--- src/rtl/spi_pkg.sv ---
// Shared SPI definitions: FSM state encoding, mode bit positions and the
// minimum SCLK half-period (in system clocks) the master's divider must honour.
package spi_pkg;

    typedef logic state_t;
    localparam state_t IDLE  = 1'b0;
    localparam state_t SHIFT = 1'b1;

    // Bit positions inside the 2-bit {cpol, cpha} mode word.
    localparam int CPOL = 1;
    localparam int CPHA = 0;

    // SCLK high/low time floor, in clk cycles, for the slave's oversampling.
    localparam int SPI_MIN_HALF = 4;

endpackage

--- src/rtl/spi_slave_if.sv ---
// Word-side bus of the SPI slave.
//   tx_data/tx_valid/tx_ready : transmit word handshake into the holding register
//   rx_data/rx_valid          : received word and its one-cycle strobe
//   tx_underrun, frame_abort  : one-cycle status pulses
//   busy                      : frame in progress
// Modports: slave = the SPI slave block, master = the system-side user.
interface spi_slave_if #(parameter int WIDTH = 8);

    logic [WIDTH-1:0] tx_data;
    logic             tx_valid;
    logic             tx_ready;
    logic [WIDTH-1:0] rx_data;
    logic             rx_valid;
    logic             tx_underrun;
    logic             frame_abort;
    logic             busy;

    modport slave (
        input  tx_data, tx_valid,
        output tx_ready, rx_data, rx_valid, tx_underrun, frame_abort, busy
    );

    modport master (
        output tx_data, tx_valid,
        input  tx_ready, rx_data, rx_valid, tx_underrun, frame_abort, busy
    );

endinterface

--- src/rtl/spi_sync_edge.sv ---
// Two-flop synchronizer for an asynchronous pin plus one extra register used
// for rise/fall detection.
//   clk, rst  : system clock, synchronous active-high reset
//   d         : asynchronous input
//   q         : synchronized level (2 flops)
//   rise/fall : single-cycle edge strobes on q
// RST_VAL sets the level all three flops take in reset.
module spi_sync_edge #(
    parameter logic RST_VAL = 1'b0
) (
    input  logic clk,
    input  logic rst,
    input  logic d,
    output logic q,
    output logic rise,
    output logic fall
);

    logic [2:0] ff;

    always_ff @(posedge clk) begin
        if (rst) ff <= {3{RST_VAL}};
        else     ff <= {ff[1:0], d};
    end

    assign q    = ff[1];
    assign rise = ff[1] & ~ff[2];
    assign fall = ~ff[1] & ff[2];

endmodule

--- src/rtl/spi_slave.sv ---
// SPI slave transceiver, MSB-first, full duplex, WIDTH-bit words, all four
// cpol/cpha modes. SPI pins are oversampled in the clk domain.
//   clk, rst                 : system clock, synchronous active-high reset
//   mode                     : {cpol, cpha}, latched at frame start
//   bus (spi_slave_if.slave) : tx holding-register handshake, rx word, status
//   spi_clk, cs_n, spi_data_in : SCLK, slave select (active low), MOSI
//   spi_data_out, spi_data_oe  : MISO and its pad output enable
module spi_slave
    import spi_pkg::*;
#(
    parameter int WIDTH = 8
) (
    input  logic       clk,
    input  logic       rst,
    input  logic [1:0] mode,
    spi_slave_if.slave bus,
    input  logic       spi_clk,
    input  logic       cs_n,
    input  logic       spi_data_in,
    output logic       spi_data_out,
    output logic       spi_data_oe
);

    localparam int CW = $clog2(WIDTH) + 1;
    localparam logic [CW-1:0] CNT_LAST = CW'(WIDTH - 1);
    localparam logic [CW-1:0] CNT_FULL = CW'(WIDTH);

    logic sclk_level_unused, sclk_rise, sclk_fall;
    logic cs_level_unused, cs_rise, cs_fall;
    logic mosi_q, mosi_rise_unused, mosi_fall_unused;

    spi_sync_edge #(.RST_VAL(1'b0)) u_sclk (
        .clk(clk), .rst(rst), .d(spi_clk),
        .q(sclk_level_unused), .rise(sclk_rise), .fall(sclk_fall)
    );

    // cs_n resets to the selected level: if the pin is already low when rst
    // drops, no fall is seen and the rest of that frame is ignored until
    // cs_n rises and falls again.
    spi_sync_edge #(.RST_VAL(1'b0)) u_cs (
        .clk(clk), .rst(rst), .d(cs_n),
        .q(cs_level_unused), .rise(cs_rise), .fall(cs_fall)
    );

    spi_sync_edge #(.RST_VAL(1'b0)) u_mosi (
        .clk(clk), .rst(rst), .d(spi_data_in),
        .q(mosi_q), .rise(mosi_rise_unused), .fall(mosi_fall_unused)
    );

    state_t           state, state_nxt;
    logic [1:0]       mode_q;
    logic [CW-1:0]    bit_cnt;
    logic [WIDTH-1:0] tx_shift;
    logic [WIDTH-2:0] rx_shift;
    logic [WIDTH-1:0] rx_next;
    logic [WIDTH-1:0] hold;
    logic             hold_full;
    logic [WIDTH-1:0] rx_data_q;
    logic             done_q, rx_valid_q, underrun_q, abort_q;

    logic start, active, lead, trail, sample_e, shift_e, word_end, reload;

    // ---------------- FSM ----------------
    always_ff @(posedge clk) begin
        if (rst) state <= IDLE;
        else     state <= state_nxt;
    end

    always_comb begin
        state_nxt = state;
        case (state)
            IDLE:    if (cs_fall) state_nxt = SHIFT;
            SHIFT:   if (cs_rise) state_nxt = IDLE;
            default: state_nxt = IDLE;
        endcase
    end

    always_comb begin
        spi_data_out = 1'b1;
        spi_data_oe  = 1'b0;
        bus.busy     = 1'b0;
        if (state == SHIFT) begin
            spi_data_out = tx_shift[WIDTH-1];
            spi_data_oe  = 1'b1;
            bus.busy     = 1'b1;
        end
    end

    // ---------------- edge decode ----------------
    assign start    = (state == IDLE) && cs_fall;
    assign active   = (state == SHIFT) && !cs_rise;
    assign lead     = mode_q[CPOL] ? sclk_fall : sclk_rise;
    assign trail    = mode_q[CPOL] ? sclk_rise : sclk_fall;
    assign sample_e = active && (mode_q[CPHA] ? trail : lead);
    assign shift_e  = active && (mode_q[CPHA] ? lead : trail);
    assign word_end = sample_e && (bit_cnt == CNT_LAST);
    // cpha=1 reloads on the last sample edge; cpha=0 on the shift edge after it.
    assign reload   = start || (mode_q[CPHA] ? word_end
                                             : (shift_e && bit_cnt == CNT_FULL));
    assign rx_next  = {rx_shift, mosi_q};

    // ---------------- datapath ----------------
    always_ff @(posedge clk) begin
        if (rst) begin
            mode_q     <= 2'b00;
            bit_cnt    <= '0;
            tx_shift   <= '0;
            rx_shift   <= '0;
            hold       <= '0;
            hold_full  <= 1'b0;
            rx_data_q  <= '0;
            done_q     <= 1'b0;
            rx_valid_q <= 1'b0;
            underrun_q <= 1'b0;
            abort_q    <= 1'b0;
        end else begin
            done_q     <= 1'b0;
            rx_valid_q <= done_q;
            underrun_q <= 1'b0;
            abort_q    <= 1'b0;

            if (start) mode_q <= mode;

            if (reload) begin
                if (hold_full) begin
                    tx_shift  <= hold;
                    hold_full <= 1'b0;
                end else begin
                    tx_shift   <= '1;
                    underrun_q <= 1'b1;
                end
            end else if (shift_e && bit_cnt != '0) begin
                // bit_cnt==0 here is the first cpha=1 leading edge: MSB stays.
                tx_shift <= {tx_shift[WIDTH-2:0], 1'b0};
            end

            if (start) begin
                bit_cnt <= '0;
            end else if (sample_e) begin
                rx_shift <= rx_next[WIDTH-2:0];
                if (word_end) begin
                    rx_data_q <= rx_next;
                    done_q    <= 1'b1;
                    bit_cnt   <= mode_q[CPHA] ? '0 : CNT_FULL;
                end else if (bit_cnt != CNT_FULL) begin
                    bit_cnt <= bit_cnt + 1'b1;
                end
            end else if (shift_e && bit_cnt == CNT_FULL) begin
                bit_cnt <= '0;
            end

            if (state == SHIFT && cs_rise && bit_cnt != '0 && bit_cnt != CNT_FULL)
                abort_q <= 1'b1;

            // A write only lands in an empty register, so it never collides
            // with a reload that is emptying a full one.
            if (bus.tx_valid && !hold_full) begin
                hold      <= bus.tx_data;
                hold_full <= 1'b1;
            end
        end
    end

    assign bus.tx_ready    = ~hold_full;
    assign bus.rx_data     = rx_data_q;
    assign bus.rx_valid    = rx_valid_q;
    assign bus.tx_underrun = underrun_q;
    assign bus.frame_abort = abort_q;

endmodule

--- src/flat_wrapper.sv ---
// flat-port wrapper written by rule: the top's interface ports become plain ports
module spi_slave_flat import spi_pkg::*;
#(
    parameter int WIDTH = 8
)
  (clk, rst, mode, spi_clk, cs_n, spi_data_in, spi_data_out, spi_data_oe, bus_tx_data, bus_tx_valid, bus_tx_ready, bus_rx_data, bus_rx_valid, bus_tx_underrun, bus_frame_abort, bus_busy);
  spi_slave_if #(.WIDTH(WIDTH)) bus_i ();
  input  logic clk;
  input  logic rst;
  input  logic [1:0] mode;
  input  logic spi_clk;
  input  logic cs_n;
  input  logic spi_data_in;
  output logic spi_data_out;
  output logic spi_data_oe;
  input wire logic [$bits(bus_i.tx_data)-1:0] bus_tx_data;
  input wire logic [$bits(bus_i.tx_valid)-1:0] bus_tx_valid;
  output wire logic [$bits(bus_i.tx_ready)-1:0] bus_tx_ready;
  output wire logic [$bits(bus_i.rx_data)-1:0] bus_rx_data;
  output wire logic [$bits(bus_i.rx_valid)-1:0] bus_rx_valid;
  output wire logic [$bits(bus_i.tx_underrun)-1:0] bus_tx_underrun;
  output wire logic [$bits(bus_i.frame_abort)-1:0] bus_frame_abort;
  output wire logic [$bits(bus_i.busy)-1:0] bus_busy;
  assign bus_i.tx_data = bus_tx_data;
  assign bus_i.tx_valid = bus_tx_valid;
  assign bus_tx_ready = bus_i.tx_ready;
  assign bus_rx_data = bus_i.rx_data;
  assign bus_rx_valid = bus_i.rx_valid;
  assign bus_tx_underrun = bus_i.tx_underrun;
  assign bus_frame_abort = bus_i.frame_abort;
  assign bus_busy = bus_i.busy;
  spi_slave #(.WIDTH(WIDTH)) u_core (.clk(clk), .rst(rst), .mode(mode), .bus(bus_i), .spi_clk(spi_clk), .cs_n(cs_n), .spi_data_in(spi_data_in), .spi_data_out(spi_data_out), .spi_data_oe(spi_data_oe));
endmodule
--- config.mk ---
export PLATFORM = sky130hd
export DESIGN_NAME = spi_slave_flat
export DESIGN_NICKNAME = d
export VERILOG_FILES = /design/src/rtl/spi_pkg.sv /design/src/rtl/spi_slave_if.sv /design/src/rtl/spi_sync_edge.sv /design/src/rtl/spi_slave.sv /design/src/flat_wrapper.sv
export SDC_FILE = /design/constraint.sdc
export NUM_CORES = 1
export LEC_CHECK = 0
export ABC_AREA = 1
export BUFFER_PORTS_ARGS = -buffer_cell sky130_fd_sc_hd__buf_4
export CAP_MARGIN = 20
export CORE_ASPECT_RATIO = 1.2
export CORE_MARGIN = 2
export CORE_UTILIZATION = 51
export CTS_CLUSTER_SIZE = 16
export DETAILED_ROUTE_END_ITERATION = 8
export PLACE_DENSITY = 0.75
export RECOVER_POWER = 25
export SLEW_MARGIN = 20
export SYNTH_ARGS = -nofsm -noshare
export SYNTH_HDL_FRONTEND = slang
export SYNTH_SLANG_ARGS = --single-unit
--- constraint.sdc ---
create_clock -name clk -period 1.5 [get_ports clk]
set_input_delay 0.075 -clock clk [delete_from_list [all_inputs] [get_ports clk]]
set_output_delay 0.075 -clock clk [all_outputs]
set_load 0.1 [all_outputs]
; Word-level counts from Yosys, hierarchy flattened
; Index checks and enable logic that the tools add are counted.
[classes]
n_addsub = 1
eq_ne = 4
mux = 23
bitwise = 13
n_reduce_logical = 24
[op_table]
columns = cell, n
row1 = $mux 8, 3
row2 = $mux 4, 5
row3 = $mux 1, 14
row4 = $logic_and 1x1->1, 11
row5 = $not 1->1, 9
row6 = $reduce_bool 2->1, 3
row7 = $add 4x1->4 const B, 1
row8 = $and 1x1->1, 4
row9 = $eq 4x3->1 const B, 1
row10 = $eq 4x4->1 const B, 1
row11 = $ne 4x4->1 const B, 1
row12 = $reduce_and 2->1, 2
row13 = $reduce_bool 4->1, 1
row14 = $reduce_or 2->1, 2
row15 = $ne 3x3->1 const B, 1
row16 = $reduce_and 3->1, 1
row17 = $reduce_or 3->1, 1
row18 = $logic_not 1->1, 2
row19 = $pmux 1 s2, 1
row20 = $logic_or 1x1->1, 1
[totals]
register_bits = 51
input_bits = 16
word_cells = 80

; Logic depth before layout (Yosys ltp)
; Gate-level depths: netlist of the first run.
[logic_depth]
word_depth = 10
ltp_mapped = 14
ltp_nobuf = 13

; Hierarchy
; A second synthesis of the first run with hierarchy kept.
[hier_totals]
hier_cells = 289
area_unflattened_um2 = 2200.9
[modules_own_cells]
columns = module, n_inst, cells_per_inst, area_each_um2
row1 = spi_slave, 1, 253, 1919.3
row2 = spi_sync_edge, 3, 12, 93.8

; Worst setup path before layout of the first run
; Ideal clock, no wire load.
[synth_timing]
path_type = reg-to-reg
start = register u_core.state
end = register u_core.tx_shift[6]
t_arrival_ps = 2090
path_slack_ps = -699
path_stages_with_launch = 11
n_path_buf = 1
synth_period_minus_slack_ps = 2199
path_cell_list = dfxtp_1 > inv_2 > nor2_4 > nand4_4 > nand2_4 > nand2_4 > buf_8 > nand2_2 > nand3_1 > nand2_1 > inv_1
[synth_via]
elab_chain_len = 6
word_cells_on_any_way = 12
classes_between = 2 x mux / 1 x bitwise / 9 x reduce/logical
[synth_lines]
columns = element, line
row1 = "start, declared", spi_slave.sv:50  ; state_t state, state_nxt;
row2 = "start signal, assigned", spi_slave.sv:66  ; else state <= state_nxt;
row3 = $logic_and 1x1->1, spi_slave.sv:91  ; assign active = (state == SHIFT) && !cs_rise;
row4 = "$logic_and 1x1->1, on equally long branches", "spi_slave.sv:95, spi_slave.sv:94"
row5 = "$logic_and 1x1->1, on equally long branches", "spi_slave.sv:99, spi_slave.sv:96"
row6 = $mux 1, spi_slave.sv:98  ; assign reload = start || (mode_q[CPHA] ? word_end
row7 = $logic_or 1x1->1, spi_slave.sv:98
row8 = $mux 8 / $reduce_bool 2->1 (equally long branches), --
row9 = "end signal, assigned", spi_slave.sv:126  ; tx_shift <= hold;
row10 = "end signal, assigned", spi_slave.sv:134  ; tx_shift <= {tx_shift[WIDTH-2:0], 1'b0};
row11 = "end, declared", spi_slave.sv:53  ; logic [WIDTH-1:0] tx_shift;
; Several ways; a longest one is shown, not always the timed one.
; A chain may end at the register's enable or synchronous reset.

; Final worst setup path of the first run
[layout_timing]
start = register u_core.bit_cnt[0]
end = register u_core.tx_shift[1]
[layout_via]
elab_chain_len = 5
word_cells_on_any_way = 10
classes_between = 2 x eq/ne / 2 x mux / 6 x reduce/logical
[layout_lines]
columns = element, line
row1 = "start, declared", spi_slave.sv:52  ; logic [CW-1:0] bit_cnt;
row2 = "start signal, assigned", spi_slave.sv:144  ; bit_cnt <= mode_q[CPHA] ? '0 : CNT_FULL;
row3 = "start signal, assigned", spi_slave.sv:146  ; bit_cnt <= bit_cnt + 1'b1;
row4 = $eq 4x4->1 / $eq 4x3->1 (equally long branches), "spi_slave.sv:99, spi_slave.sv:96"
row5 = "$logic_and 1x1->1, on equally long branches", "spi_slave.sv:99, spi_slave.sv:96"
row6 = $mux 1, spi_slave.sv:98
row7 = $logic_or 1x1->1, spi_slave.sv:98
row8 = $mux 8 / $reduce_bool 2->1 (equally long branches), --
; Several ways; a longest one is shown, not always the timed one.

==> results of run 1 <==
==> critical path: stages (launching register included) <==
cell and delay (ns):
dfxtp_2 0.34, inv_2 0.08, ha_4 0.12, inv_2 0.04
nor2_4 0.09, inv_2 0.07, nor2_4 0.13, nand4_4 0.16
nand2_8 0.13, buf_6 0.12, o211ai_1 0.10, nand3_1 0.10
nand2_1 0.05, inv_1 0.05
==> flip-flops by register name, summed over array words and instances, names as in the netlist, 2 cells and up <==
signal / cells
u_core.bus.rx_data: 8
u_core.hold: 8
u_core.tx_shift: 8
u_core.rx_shift: 7
u_core.bit_cnt: 4
u_core.u_cs.ff: 3
u_core.u_sclk.ff: 3
u_core.mode_q: 2
u_core.u_mosi.ff: 2
==> cell usage after synthesis, drive strengths merged <==
master and instances:
o211ai 6, ha 2, inv 48, nor2 44
clkbuf 5, nand4 5, nor3 2, o21ai 26
xor2 1, dfxtp 51, or2 2, o311ai 1
buf 6, a21oi 19, nand2 32, nand3 32
==> report_power, final <==
group	total (W)	internal, W	switching (W)
clock	0.00113	0.000666	0.000463
combinational	0.000290	0.000106	0.000184
sequential	0.00143	0.00140	0.0000268
==> cell type report <==
cell class                      count  area, um2  share of cell area
Clock buffer                        5       68.8              0.0232
Clock inverter                      3       66.3              0.0224
Inverter                           48        185              0.0625
Multi-Input combinational cell    173       1070               0.362
Sequential cell                    51       1030               0.347
Tap cell                           56       70.1              0.0237
Timing Repair Buffer               59        472               0.159
==> kinds of logic (layout without fill, tap and decap cells) <==
| group | count (synthesis) | count (layout) | synth area share |
|---|---|---|---|
| adders and majority gates | 2 | 2 | 0.0112 |
| DFF | 51 | 51 | 0.459 |
| xor gates and xnor gates | 1 | 1 | 0.00394 |
| buffers and inverters | 59 | 115 | 0.109 |
| and+or+nand+nor | 117 | 118 | 0.292 |
| AOI/OAI and AO/OA | 52 | 52 | 0.125 |
==> per-layer routing <==
layer	vias to the layer above	routed length, um
li1	1011	-
met1	928	2020
met2	37	2650
met3	6	169
met4	0	72
met5	-	0
==> how the worst max path moves through the flow <==
stage | from | endpoint | cells past startpoint
after floorplan | u_core.state$_SDFF_PP0_ | u_core.tx_shift[6]$_SDFFE_PP0P_ | 10
after global placement | u_core.bit_cnt[1]$_SDFFE_PP0P_ | u_core.hold_full$_SDFFE_PP0P_ | 10
after detailed placement | u_core.bit_cnt[0]$_SDFFE_PP0P_ | u_core.bit_cnt[2]$_SDFFE_PP0P_ | 11
after CTS | u_core.bit_cnt[1]$_SDFFE_PP0P_ | u_core.tx_shift[1]$_SDFFE_PP0P_ | 13
after global routing | u_core.bit_cnt[0]$_SDFFE_PP0P_ | u_core.tx_shift[5]$_SDFFE_PP0P_ | 13
final | u_core.bit_cnt[0]$_SDFFE_PP0P_ | u_core.tx_shift[1]$_SDFFE_PP0P_ | 13
==> stage by stage <==
step / worst slack [ns] / hold WS [ns] / total power, W / std cells
finish: -0.132 / 0.0185 / 0.00285 / 395
floorplan: -0.140 / 0.182 / 0.00165 / 282
global placement: -0.0996 / 0.273 / 0.00172 / 375
detailed placement: -0.144 / 0.281 / 0.00172 / 375
global route: -0.232 / 0.0211 / 0.00295 / 395
CTS: -0.0986 / 0.0125 / 0.00286 / 392
==> what timing repair did <==
action	4_1_cts	5_1_grt
cloned	1	0
endpoints found under the setup margin	18	24
setup buffers	5	3
pin swaps	22	8
endpoints found under the hold margin	3	0
hold buffers	3	0
resized for setup	19	10
==> layout by cell type (no fill, tap or decap), types with 3 or more instances in the layout <==
cell type,Yosys,routed
buf_4,1,48
dfxtp_1,51,48
nor2_1,40,40
inv_1,39,37
nand2_1,28,26
o21ai_0,21,21
nand3_1,21,17
a21oi_1,19,16
nand3_2,11,14
inv_2,9,9
o211ai_1,6,6
clkbuf_8,0,5
nor2_4,2,4
inv_4,0,3
nand2_4,2,3
a21oi_2,0,3
dlygate4sd3_1,0,3
clkbuf_4,0,3
buf_6,0,3
==> out/results.env, run 1 <==
RUN_STATUS='finished with violations'
VIOLATIONS='setup timing'
POWER.DENSITY_nW_PER_UM2=961
GRT_BUSIEST_LAYER='met2'
PLACE.GP.CONGESTION=0.870
FINAL_HOLD_VIOL_COUNT=0
YS_SEQ_ELEMENTS=51
YOSYSWARNINGS=0
LAYOUT.CORE_UTILIZATION=0.700
CRITPATHCAPTURETYPE='flip-flop'
COREAREA_UM2=4230
CTS.PATH.MAX_BUFFERS=2
FINAL.FILL_COUNT=340
HPWL_DETAILED_UM=3130
GRT_USE_TOTAL=0.211
R2R_START='u_core.bit_cnt[0]$_SDFFE_PP0P_'
CRIT_SHARE_POST_ROUTE=1.09
DRC_ERRORS=0
AVGSYNTHCELLAREA_UM2=7.89
CLK_LATENCY_NS=0.31
IO-PIN-COUNT=31
NETLIST_INSTANCES=282
TIMING_MAX_TRANSITION_VIOLATIONS_FINAL=0
DETAILROUTE.VIA_COUNT=1982
TIGHTESTPINTRANSITION_NS=0.537
DRIVE_ABOVE_1_SHARE=0.345
GRT_START_MAX_NET_PINS=30
CLOCK_TREE_FROM_TRITONCTS='done'
FINALCLOCKSKEW_NS=0.00616
STD_CELL_ROWS=26
GRT_PASS1_VIAS=1912
SYNTH.TOP_CELLS.BY_AREA='dfxtp_1 46%, nor2_1 6.7%, inv_1 6.6%, nand3_2 4.9%, nand2_1 4.7%'
CTS_INSERTED_BUFFERS=5
SYNTHESIS.NETS=300
CTSHTREEMAXLEVEL=2
WORST_SLACK_NS=-0.132
GRT.OVERFLOW.TOTAL=0
INITIAL_UTILIZATION=0.526
WORSTPATHARRIVAL_NS=1.90
GRT_UTIL_MET2=0.374
WORST-PATH-MAX-FANOUT=7
DETAIL-ROUTE-ANTENNA-NETS=0
DETAILEDROUTE.FIRSTPASSITERATIONCOUNT=4
FINISH.NET_COUNT=356
TIMING.HOLD.WORST_ENDPOINT='u_core.hold[4]$_SDFFE_PP0P_'
MAXSLEWHEADROOM=0.643
GLOBALROUTEMET1UTIL=0.239
WORST-ENDPOINT-REQUIRED_NS=1.76
CLOCK_SINK_COUNT=51
GRT_UTIL_MET3=0.0443
DIE_W_UM=64.3
ANTENNA_FOUND_INITIAL=0
ROUTED_WIRE_LENGTH_PER_INSTANCE_UM=12.4
FLOW.AREA_GROWTH_FROM_SYNTHESIS_PCT=33.1
GRT_SETUP_UNREPAIRED='yes'
REG2REGPATHDEPTH=13
CLOCK_TREE.ROOT_CELL='clkbuf_8'
WORSTSETUPPATHTYPE='reg -> reg'
TIMING.MAX_CAP.VIOLATIONS=0
WORSTREG2REGEND='u_core.tx_shift[1]$_SDFFE_PP0P_'
PEAKVDDDROP_mV=0.859
CTS.CLK_SLEW.WORST_PATHS_NS=0.09
TIMING.SETUP.TNS_NS=-1.26
VIAS_PER_CELL=5.02
SYNTHDISTINCTLIBCELLS=29
POST-ROUTE-CELL-AREA_UM2=2960
CELL_AREA_SYNTH_UM2=2220
INITIALDRTVIOLATIONCOUNT=115
HOLD_PATH_CLASS='in -> reg'
WORSTSETUPSTARTPOINTTYPE='flip-flop'
WORST-R2R-SETUP-SLACK_NS=-0.13
TOTAL_LEAKAGE_POWER_nW=1.33
SYNTH.LARGEST_AREA_CELL='dfxtp_1'
N_ANTENNA_CELL=0
FINALSETUPVIOLATIONS=19
SYNTH_TOP_AREA_SHARE=0.459
PORT_BUFFERS=30
GRT_FIRST_PASS_WIRELENGTH_UM=8200
SYNTH-SEQ-AREA-SHARE=0.459
TOTALWIRELENGTH_UM=4920
HOLD_START='bus_tx_data[4]'
DIEAREA_UM2=4910
DIE_HEIGHT_UM=76.4
PLACEDINSTANCEAREA_UM2=2620
HOLD_CRITICAL_PATH_DEPTH=3
MAXCLOCKFREQUENCY_GHz=0.613
FINALWORSTPATHREQUIREDPERIOD_NS=1.63
(Power assumes the default switching activity.)
==> inputs of run 2 (changes only) <==
--- a/config.mk
+++ b/config.mk
@@ -5,15 +5,14 @@
 export SDC_FILE = /design/constraint.sdc
 export NUM_CORES = 1
 export LEC_CHECK = 0
-export ABC_AREA = 1
 export BUFFER_PORTS_ARGS = -buffer_cell sky130_fd_sc_hd__buf_4
 export CAP_MARGIN = 20
 export CORE_ASPECT_RATIO = 1.2
 export CORE_MARGIN = 2
-export CORE_UTILIZATION = 51
+export CORE_UTILIZATION = 50
 export CTS_CLUSTER_SIZE = 16
 export DETAILED_ROUTE_END_ITERATION = 8
-export PLACE_DENSITY = 0.75
+export PLACE_DENSITY = 0.74
 export RECOVER_POWER = 25
 export SLEW_MARGIN = 20
 export SYNTH_ARGS = -nofsm -noshare
==> out/results.env, run 2 <==
ANTENNA_FOUND_INITIAL=0
DETAIL-ROUTE-ANTENNA-NETS=0
LAYOUT.CORE_UTILIZATION=0.730
CRIT_SHARE_POST_ROUTE=1.12
FINAL_HOLD_VIOL_COUNT=0
CRITICAL_PATH_BUF_INV_COUNT=1
INITIAL_UTILIZATION=0.520
AVGSYNTHCELLAREA_UM2=9.72
TOTALWIRELENGTH_UM=4560
WORST_SLACK_NS=-0.182
FINAL.FILL_COUNT=309
VIAS_PER_CELL=5.11
TOTAL_LEAKAGE_POWER_nW=1.20
MAXCLOCKFREQUENCY_GHz=0.594
WORSTSETUPSTARTPOINTTYPE='flip-flop'
ROUTED_WIRE_LENGTH_PER_INSTANCE_UM=13.9
GRT_USE_TOTAL=0.215
MOST_FREQUENT_CELL_AFTER_SYNTHESIS='dfxtp_1'
MET2_LENGTH_UM=2350
SYNTH_ENABLE_FLOP_CELLS=0
CLOCK_SINK_COUNT=51
SYNTH_TOP_CELLS_BY_COUNT='51 x dfxtp_1, 27 x mux2i_1, 22 x nand2_1, 22 x nor2_1, 13 x nor3_1'
PWR-SHARE-COMB=0.086
DP.CELLS=312
LAYOUT.CELLS.MOST_COMMON='buf_4'
PORT_BUFFERS=30
FINALWORSTPATHREQUIREDPERIOD_NS=1.68
CELL_AREA_SYNTH_UM2=2050
CP_CELL_SEQUENCE='inv_2 > ha_4 > nand3b_4 > xnor2_1 > or4_4 > a21oi_2 > o22ai_1'
NETLIST_INSTANCES=211
WORSTSETUPPATHTYPE='reg -> reg'
CTS.PATH.MAX_BUFFERS=2
WORST_PATH_MAX_DELAY_CELL='or4_4'
DETAILEDROUTE.FIRSTPASSITERATIONCOUNT=4
GRT_PASS1_VIAS=1638
POWER_SWITCHING_SHARE=0.230
FINISH.NET_COUNT=290
REG2REGPATHDEPTH=7
DR_WL_MET3_UM=145
COREAREA_UM2=3940
LAYOUT.CELLS.MOST_COMMON_LIST='51 x buf_4, 46 x dfxtp_1, 26 x mux2i_1'
MULTI_INPUT_COMB_AREA_UM2=1090
FINALCLOCKSKEW_NS=0.00697
CTSHTREEMAXLEVEL=2
HPWL_DETAILED_UM=3000
DIE_HEIGHT_UM=74.2
CRIT_PATH_START='u_core.bit_cnt[1]$_SDFFE_PP0P_'
TIMING_MAX_TRANSITION_VIOLATIONS_FINAL=0
SYNTHESIS.NETS=229
FINALSETUPVIOLATIONS=27
IO-PIN-COUNT=31
DETAILROUTE.VIA_COUNT=1672
MAXSLEWHEADROOM=0.611
STD_CELL_ROWS=25
TOTAL_SWITCHING_POWER_W=0.000604
GRT.OVERFLOW.TOTAL=0
DRIVE_ABOVE_1_SHARE=0.370
INITIALDRTVIOLATIONCOUNT=79
DIE_W_UM=62.5
FINAL-INSTANCE-COUNT-EXCL-FILL=327
HOLD-WORST-SLACK_NS=0.00914
POWER.SEQUENTIAL.FRACTION=0.536
SYNTH-SEQ-AREA-SHARE=0.498
WORSTREG2REGEND='u_core.bit_cnt[3]$_SDFFE_PP0P_'
GRT_FIRST_PASS_WIRELENGTH_UM=7710
TIMING.MAX_CAP.VIOLATIONS=0
CRIT_END='u_core.bit_cnt[3]$_SDFFE_PP0P_'
CLOCK_TREE.ROOT_CELL='clkbuf_8'
ASYNC_FLOP_SHARE=0
CTS_INSERTED_BUFFERS=5
YS_SEQ_ELEMENTS=51
SYNTH_TOP_AREA_SHARE=0.498
GRT_SETUP_UNREPAIRED='yes'
TIGHTESTPINTRANSITION_NS=0.584
PLACE.GP.CONGESTION=0.799
GRT_START_MAX_NET_PINS=28
WORST-R2R-SETUP-SLACK_NS=-0.18
YOSYSWARNINGS=0
CP_NUM_CELLS=7
TOP_LAYER_USED='met4'
N_ANTENNA_CELL=0
SYNTH.LARGEST_AREA_CELL='dfxtp_1'
P_CLK_FRAC=0.378
DRC_ERRORS=0
CRIT_PATH_MAX_INCR_DELAY_NS=0.51
CRITPATHCAPTURETYPE='flip-flop'
POWER.DENSITY_nW_PER_UM2=912
P_INT_W=0.00202
SYNTH_FF_TYPE='dfxtp_1'
SYNTH.TOP_CELLS.BY_AREA='dfxtp_1 50%, mux2i_1 13%, nand2_1 4.0%, nor2_1 4.0%, nor3_1 3.2%'
VIOLATIONS='setup timing'
TOTAL_POWER_W=0.00262
WORST-PATH-MAX-FANOUT=3
CLOCK_TREE_FROM_TRITONCTS='done'
HOLD_PATH_CLASS='in -> reg'
MET1_LENGTH_UM=2000
CLK_LATENCY_NS=0.31
WORSTPATHARRIVAL_NS=1.88
WORST-ENDPOINT-REQUIRED_NS=1.69
DIEAREA_UM2=4630
FLOW.AREA_GROWTH_FROM_SYNTHESIS_PCT=40.2
PEAKVDDDROP_mV=0.666
LAYOUT.AREA.SEQ_UM2=1030
CTS.CLK_SLEW.WORST_PATHS_NS=0.09
R2R_START='u_core.bit_cnt[1]$_SDFFE_PP0P_'
RUN_STATUS='finished with violations'
CRITPATHTOPFAMILY='simple AND/OR/NAND/NOR gates'
SYNTHDISTINCTLIBCELLS=37
[run 2: area by class of cell]
class / instances / area share
clock buffers: 6 / 0.0287
repair buffers: 64 / 0.188
flip-flops and latches: 51 / 0.360
inverters: 6 / 0.00783
well taps: 54 / 0.0235
multi-input cells: 144 / 0.380
clock inverters: 2 / 0.0122
[run 2: worst min-delay path by stage]
stage | to | cells past startpoint | start | slack (ns)
2_1_floorplan | u_core.u_cs.ff[0]$_SDFF_PP0_ | 1 | cs_n | 0.20
3_3_place_gp | u_core.u_mosi.ff[0]$_SDFF_PP0_ | 2 | spi_data_in | 0.29
3_5_place_dp | u_core.u_mosi.ff[0]$_SDFF_PP0_ | 2 | spi_data_in | 0.29
4_1_cts | u_core.hold[1]$_SDFFE_PP0P_ | 3 | bus_tx_data[1] | 0.002
5_1_grt | u_core.hold[0]$_SDFFE_PP0P_ | 3 | bus_tx_data[0] | 0.004
6_report | u_core.hold[1]$_SDFFE_PP0P_ | 3 | bus_tx_data[1] | 0.009
[run 2: cells by family (layout without fill, tap and decap cells)]
logic type	count (synthesis)	in the layout	synth area share
DFF	51	51	0.498
xor gates and xnor gates	2	2	0.0122
AOI/OAI and AO/OA	30	30	0.0988
buffers and inverters	16	78	0.0329
muxes	28	28	0.139
and+or+nand+nor	82	82	0.207
adders and majority gates	2	2	0.0122
[run 2: layer usage]
layer | global-route usage | vias up
met3 | 0.0424 | 5
li1 | - | 847
met2 | 0.393 | 30
met5 | 0 | -
met1 | 0.251 | 790
met4 | 0.0889 | 0
[run 2: tightest hold or removal path, cell delays in order]
cell,delay (ns)
buf_4,0.11
nand2_1,0.04
a21oi_1,0.05
[run 2: power by group through the flow]
stage | Sequential [W] | Clock, W | Combinational (W)
2_1_floorplan | 0.00144 | 0 | 0.000125
3_3_place_gp | 0.00143 | 0 | 0.000205
3_5_place_dp | 0.00144 | 0 | 0.000210
4_1_cts | 0.00141 | 0.00101 | 0.000223
5_1_grt | 0.00141 | 0.00107 | 0.000242
6_report | 0.00141 | 0.000990 | 0.000225
[run 2: metrics by stage]
| step | TNS (ns) | setup WS (ns) | area (um2) |
|---|---|---|---|
| final | -2.96 | -0.182 | 2880 |
| after CTS | -2.75 | -0.158 | 2840 |
| after global placement | -2.19 | -0.151 | 2610 |
| after detailed placement | -2.74 | -0.210 | 2610 |
| after floorplan | -1.71 | -0.139 | 2130 |
| after global routing | -4.86 | -0.248 | 2880 |
[run 2: timing repair]
item                                    CTS  global route
pin swaps                                 6             8
hold buffers                              4             0
resized for setup                        13             7
endpoints found under the setup margin   28            29
endpoints found under the hold margin     4             0
buffers inserted                          3             0
